===== config.mk =====
export PLATFORM = sky130hd
export DESIGN_NAME = neuron_scheduler
export DESIGN_NICKNAME = d
export VERILOG_FILES = /design/src/rtl/neuron_pkg.sv /design/src/rtl/tag_fifo.sv /design/src/rtl/neuron_scheduler.sv
export SDC_FILE = /design/constraint.sdc
export NUM_CORES = 1
export LEC_CHECK = 0
export CORE_ASPECT_RATIO = 1.5
export CORE_MARGIN = 2
export CORE_UTILIZATION = 32
export CTS_BUF_LIST = sky130_fd_sc_hd__clkbuf_16
export CTS_CLUSTER_DIAMETER = 80
export DETAILED_ROUTE_END_ITERATION = 16
export PLACE_DENSITY = 0.84
export SLEW_MARGIN = 5
export SYNTH_ARGS = -nofsm -noshare
export SYNTH_HDL_FRONTEND = slang
export SYNTH_HIERARCHICAL = 1
export SYNTH_SLANG_ARGS = --single-unit

===== constraint.sdc =====
create_clock -name iCLK -period 2.95 [get_ports iCLK]
set_input_delay 0.7375 -clock iCLK [delete_from_list [all_inputs] [get_ports iCLK]]
set_output_delay 0.7375 -clock iCLK [all_outputs]
set_load 0.005 [all_outputs]

===== src/rtl/neuron_pkg.sv =====
// Shared widths and types for the Neuron datapath: the accumulator stages,
// the Neuron itself and the scheduler all size their buses from here.
package neuron_pkg;

  // The issue side is either free to re-arbitrate or locked on a pending
  // offer until the Neuron accepts it.
  typedef enum logic {
    ST_FREE   = 1'b0,
    ST_LOCKED = 1'b1
  } issue_state_t;

  // Pre-activation sum width for a Neuron of fan-in np and activation width wd.
  function automatic int vw(input int np, input int wd);
    return $clog2(np) + 1 + wd;
  endfunction

  // Result width: hidden neurons emit activations, output neurons emit raw sums.
  function automatic int ow(input bit hidden, input int np, input int wd);
    return hidden ? wd : vw(np, wd);
  endfunction

  // Requester tag width, never narrower than one bit.
  function automatic int tw(input int nr);
    return (nr > 1) ? $clog2(nr) : 1;
  endfunction

endpackage


===== src/rtl/tag_fifo.sv =====
// In-order FIFO of requester tags; one entry per vector in flight in the Neuron.
module tag_fifo
  import neuron_pkg::*;
#(
  parameter int WIDTH = 1,
  parameter int DEPTH = 4
) (
  input  logic             clk,
  input  logic             rst_n,
  input  logic             push,
  input  logic             pop,
  input  logic [WIDTH-1:0] din,
  output logic             full,
  output logic             empty,
  output logic [WIDTH-1:0] head
);

  localparam int AW = $clog2(DEPTH);

  logic [WIDTH-1:0] mem [DEPTH];
  logic [AW-1:0]    wr_ptr;
  logic [AW-1:0]    rd_ptr;
  logic [AW:0]      count;
  logic             do_push;
  logic             do_pop;

  // A push while full is dropped even if a pop frees a slot in the same cycle.
  assign do_push = push && !full;
  assign do_pop  = pop && !empty;
  assign full    = (count == (AW+1)'(DEPTH));
  assign empty   = (count == '0);
  assign head    = mem[rd_ptr];

  // Storage needs no reset; the pointers alone define which entries are live.
  always_ff @(posedge clk) begin
    if (do_push) mem[wr_ptr] <= din;
  end

  // Pointer and occupancy bookkeeping; pointers wrap naturally at DEPTH.
  always_ff @(posedge clk or negedge rst_n) begin
    if (!rst_n) begin
      wr_ptr <= '0;
      rd_ptr <= '0;
      count  <= '0;
    end else begin
      if (do_push) wr_ptr <= wr_ptr + 1'b1;
      if (do_pop)  rd_ptr <= rd_ptr + 1'b1;
      case ({do_push, do_pop})
        2'b10:   count <= count + 1'b1;
        2'b01:   count <= count - 1'b1;
        default: count <= count;
      endcase
    end
  end

endmodule


===== src/rtl/neuron_scheduler.sv =====
// Round-robin sharing of one Neuron stage between NR requesters, with an
// in-order tag FIFO steering each result back to the requester that issued it.
module neuron_scheduler
  import neuron_pkg::*;
#(
  parameter int NR     = 2,
  parameter int NP     = 4,
  parameter int NC     = 4,
  parameter int WD     = 4,
  parameter     HIDDEN = "yes",
  parameter int DEPTH  = 4,
  localparam int VW    = vw(NP, WD),
  localparam int OW    = ow(HIDDEN == "yes", NP, WD),
  localparam int TW    = tw(NR)
) (
  input  logic               iCLK,
  input  logic               iRST,
  input  logic [NR-1:0]      iValid_AS,
  output logic [NR-1:0]      oReady_AS,
  input  logic [NR*NC*VW-1:0] iData_AS,
  output logic               oValid_NS,
  input  logic               iReady_NS,
  output logic [NC*VW-1:0]   oData_NS,
  input  logic               iValid_NR,
  output logic               oReady_NR,
  input  logic [NC*OW-1:0]   iData_NR,
  output logic [NR-1:0]      oValid_BS,
  input  logic [NR-1:0]      iReady_BS,
  output logic [NC*OW-1:0]   oData_BS,
  output logic [TW-1:0]      oTag_BS,
  output logic               oErr
);

  issue_state_t      state_q, state_d;
  logic [TW-1:0]     lock_idx_q, lock_idx_d;
  logic [TW-1:0]     rr_q, rr_d;
  logic [TW-1:0]     cand;
  logic [TW-1:0]     head;
  logic [TW-1:0]     tag;
  logic [NR-1:0]     ready_as;
  logic [NR-1:0]     valid_bs;
  logic [NC*VW-1:0]  data_ns;
  logic              valid_ns;
  logic              issue;
  logic              full;
  logic              empty;
  logic              ready_nr;
  logic              pop;
  logic              err_q;

  // First valid requester at or after ptr, wrapping; scanning downward lets
  // the smallest offset from ptr win.
  function automatic logic [TW-1:0] rr_pick(input logic [NR-1:0] req,
                                            input logic [TW-1:0] ptr);
    logic [TW-1:0] pick;
    int            j;
    pick = ptr;
    for (int i = NR-1; i >= 0; i--) begin
      j = (int'(ptr) + i) % NR;
      if (req[j]) pick = TW'(j);
    end
    return pick;
  endfunction

  // Issue-side arbitration, lock handling and round-robin pointer advance.
  always_comb begin
    state_d    = state_q;
    lock_idx_d = lock_idx_q;
    rr_d       = rr_q;
    ready_as   = '0;
    cand       = (state_q == ST_LOCKED) ? lock_idx_q : rr_pick(iValid_AS, rr_q);
    valid_ns   = (|iValid_AS) && !full;
    issue      = valid_ns && iReady_NS;
    if (iReady_NS && !full) ready_as[cand] = 1'b1;
    case (state_q)
      ST_FREE: begin
        if (valid_ns && !iReady_NS) begin
          state_d    = ST_LOCKED;
          lock_idx_d = cand;
        end
      end
      ST_LOCKED: begin
        if (issue) state_d = ST_FREE;
      end
      default: state_d = ST_FREE;
    endcase
    if (issue) rr_d = (int'(cand) == NR-1) ? '0 : cand + 1'b1;
  end

  // The granted vector is muxed straight through to the Neuron.
  assign data_ns = iData_AS[int'(cand)*NC*VW +: NC*VW];

  // Issue-side state registers.
  always_ff @(posedge iCLK or negedge iRST) begin
    if (!iRST) begin
      state_q    <= ST_FREE;
      lock_idx_q <= '0;
      rr_q       <= '0;
    end else begin
      state_q    <= state_d;
      lock_idx_q <= lock_idx_d;
      rr_q       <= rr_d;
    end
  end

  tag_fifo #(
    .WIDTH (TW),
    .DEPTH (DEPTH)
  ) u_tag_fifo (
    .clk   (iCLK),
    .rst_n (iRST),
    .push  (issue),
    .pop   (pop),
    .din   (cand),
    .full  (full),
    .empty (empty),
    .head  (head)
  );

  // Return-side steering by the head tag; nothing is accepted while empty.
  always_comb begin
    tag      = empty ? '0 : head;
    valid_bs = '0;
    if (iValid_NR && !empty) valid_bs[head] = 1'b1;
    ready_nr = !empty && iReady_BS[head];
    pop      = iValid_NR && ready_nr;
  end

  // A Neuron result with no tag in flight is a protocol error held until reset.
  always_ff @(posedge iCLK or negedge iRST) begin
    if (!iRST) begin
      err_q <= 1'b0;
    end else if (iValid_NR && empty) begin
      err_q <= 1'b1;
    end
  end

  // Outputs are forced low while reset is held, including the pass-through paths.
  assign oValid_NS = iRST & valid_ns;
  assign oReady_AS = iRST ? ready_as : '0;
  assign oData_NS  = iRST ? data_ns : '0;
  assign oReady_NR = iRST & ready_nr;
  assign oValid_BS = iRST ? valid_bs : '0;
  assign oData_BS  = iRST ? iData_NR : '0;
  assign oTag_BS   = iRST ? tag : '0;
  assign oErr      = err_q;

endmodule


==> metrics <==
result of the run=finished clean; CP cell instances=dlygate4sd2_1, a21boi_4, o31a_4, buf_12, buf_16, buf_4, mux2i_2, buf_2; CP delay by family, top=buffers and inverters; row count=30; total nets after synthesis=270; number of endpoints with negative hold slack in the final report=0; net total in the final layout=411; number of H-tree levels=1; Min Clock Period, post-route=between 2 and 3 ns; Global Route Usage Sum=0.1861; core area=4542 µm²; number of design rule violations left after detail routing=0; Max-Cap Viols=0; source-to-sink clock delay at the later pin of the worst-skew pair=0.25 ns; Pre-antenna DRT Iters=4; total clock buffers created by CTS=3; classification of the worst setup path=input port to output port; Avg Inst Size Synth=8.235 µm²; layout cells sized above 1=0.1358; Cell Pwr Density=646.9 nW/µm²; leakage power=between 0.001 and 0.0015 µW; CTS Root Cell=clkbuf_16; detailed-route via count=1,741; antenna violation net count after detailed routing=0; Crit Path Max Fanout=9; setup repair after global routing missed its margin=no; Post-Syn Area=1515 µm²; Slew headroom=0.7538; final standard cell count with taps included and fillers excluded=388; DRT iter0 DRCs=27; wire length after detailed routing=4765 µm; final worst clock skew=0.003549 ns; width of the die=60.19 µm; starting density of the core=0.3336; warning count from the yosys run=6; final worst path period share=0.9858; ports placed on the boundary=around 130; buffers added on ports=131; data required time of the critical path=2.21 ns; endpoint type of the worst setup path=output port; achievable frequency=343.9 MHz; final setup vio count=0; DIE HEIGHT=88.28 µm; final-layout fill cell count=approximately 380; VDD IR-drop max=0.2775 mV; global-route wire length before repair=7638 µm; final global-route overflow total=0; share of synthesized area occupied by flip-flops and latches=0.2609; layout-stage area growth over the synthesis result=103.1%; Final Wtd Congestion=0.7010; number of antenna violations at the first check in global routing=0; cell count after synthesis=184; detailed-route wire length per cell=roughly 12 µm; Final HPWL DP=3709 µm; Total Die Area=5313 µm²; Reg clk slew, reported paths=around 0.050 ns; area occupied by multi-input gates=approximately 1000 µm²; Tightest Hold Check Type=register to register; register cell area after layout=395.4 µm²; count of antenna diodes in the layout=0; hold buffer count at CTS=0; pin count of the biggest net entering global routing=49; Max Slew Vio Count=0; transition time of the tightest slew-check pin=0.3685 ns; Max Root-Sink Buffers=2; cell count after placement=approximately 380; number of distinct library cell variants in the gate-level netlist after synthesis=31; clock tree from TritonCTS=yes; slowest cell on the critical path=o31a_4; Crit path largest cell delay=0.31 ns; clk sink count=15; startpoint type of the worst setup path=input port; worst hold slack=~0.45 ns; number of storage elements in the synthesis netlist=15; via count of the first global-routing pass=around 1,800; endpoint arrival time on the critical path=roughly 2.2 ns; post-detailed-route via-to-cell ratio=4.487; CP bufs+invs=5
[stage by stage]
stage / TNS [ns] / total power, µW / util / worst slack, ns / cell area, µm²
global route: 0 / 2134 / 0.6777 / 0.01786 / 3078
floorplan: 0 / 1060 / - / 0.4903 / 1515
global placement: -11.80 / 1534 / 0.6413 / -0.5113 / 2913
detailed placement: -12.69 / 1563 / 0.6413 / -0.5235 / 2913
CTS: 0 / 2000 / 0.6785 / 0.005610 / 3082
finish: 0 / 1991 / 0.6777 / 0.04189 / 3078
[sequential cells by signal, summed over array words and instances, names as in the netlist, named ones only]
register,flops
u_tag_fifo/wr_ptr,2
u_tag_fifo/mem,4
rr_q,1
u_tag_fifo/count,3
u_tag_fifo/rd_ptr,2
oErr,1
lock_idx_q,1
[path summary, 6_finish.rpt]
check / startpoint / to / slack [ns] / depth (start not counted)
worst max register to register: u_tag_fifo/rd_ptr[0]$_DFFE_PN0P_ / u_tag_fifo/count[2]$_DFFE_PN0P_ / 0.31 / 10
worst min-delay path: oErr$_DFFE_PN0P_ / oErr$_DFFE_PN0P_ / 0.45 / 1
min in group asynchronous: iRST / oErr$_DFFE_PN0P_ / 0.48 / 2
worst min register to register: oErr$_DFFE_PN0P_ / oErr$_DFFE_PN0P_ / 0.45 / 1
max in group asynchronous: iRST / u_tag_fifo/count[2]$_DFFE_PN0P_ / 2.27 / 2
worst max-delay path: iValid_AS[0] / oData_NS[15] / 0.04 / 8
[cell usage after synthesis]
library cell / instances / area share
nand2_1: 60 / 0.15
mux2i_1: 29 / 0.19
and2_1: 19 / 0.078
dfrtp_1: 11 / 0.18
clkbuf_1: 8 / 0.020
inv_1: 6 / 0.015
ha_1: 5 / 0.041
nor2_1: 5 / 0.012
buf_6: 4 / 0.030
edfxtp_1: 4 / 0.079
nor3b_1: 3 / 0.015
xnor2_1: 3 / 0.017
xor2_1: 3 / 0.017
a21oi_1: 2 / 0.0066
and2_2: 2 / 0.0099
and4b_1: 2 / 0.013
mux2_4: 2 / 0.020
nor2b_1: 2 / 0.0083
nor3_1: 2 / 0.0066
a21boi_1: 1 / 0.0050
a21o_1: 1 / 0.0050
and3_1: 1 / 0.0041
fa_1: 1 / 0.013
inv_2: 1 / 0.0025
mux4_2: 1 / 0.015
nor2b_4: 1 / 0.0091
nor3b_4: 1 / 0.012
o21ai_0: 1 / 0.0033
o21ba_2: 1 / 0.0066
o31a_1: 1 / 0.0058
o31a_2: 1 / 0.0066
[area by class of cell]
cell class | instances | share of cell area
clock buffer | 3 | 0.02439
clock inverter | 1 | 0.001626
inverter | 7 | 0.008537
multi-input combinational | 150 | 0.3398
sequential | 15 | 0.1285
tap | 64 | 0.02602
timing repair buffer | 148 | 0.4711
[cells in the final DEF, fill, tap and decap left out, types with 3 or more instances in the layout]
cell type,count
and2_1,19
buf_12,4
buf_2,5
buf_4,10
clkbuf_16,3
clkbuf_2,4
clkdlybuf4s50_1,98
dfrtp_1,11
dlygate4sd2_1,22
edfxtp_1,4
ha_1,5
inv_1,6
mux2i_1,27
nand2_1,60
nor2_1,5
nor3b_1,3
xnor2_1,3
xor2_1,3
[kinds of logic (layout without fill, tap and decap cells)]
group / count (synthesis) / after routing / share of synthesized area
AND/OR/NAND/NOR: 98 / 98 / 0.3179
multiplexers: 32 / 32 / 0.2263
buffers and inverters: 19 / 159 / 0.06688
flip-flops: 15 / 15 / 0.2609
AO/OA/AOI/OAI: 8 / 8 / 0.03881
adder cells (fa/ha/maj): 6 / 6 / 0.05450
XOR/XNOR: 6 / 6 / 0.03469
[repair_timing]
item / in CTS / in global routing
pin swaps: 1 / 0
setup endpoints to repair: 30 / 19
cloned: 1 / 0
resized for setup: 54 / 11
buffers inserted: 8 / 0
[routing by layer]
layer	up-vias	global-route usage	share of wire
li1	878	-	-
met1	764	0.1844	0.34
met2	92	0.3468	0.55
met3	7	0.05556	0.096
met4	0	0.07879	0.013
met5	-	0	0
[power by group]
group	leakage (µW)	switching, µW	internal [µW]
clock network	0.0000409	84.0	181
registers	0.000162	91.0	310
logic	0.00127	515	810
total	0.00148	690	1300
Note: power is estimated with default switching activity, not from simulation.
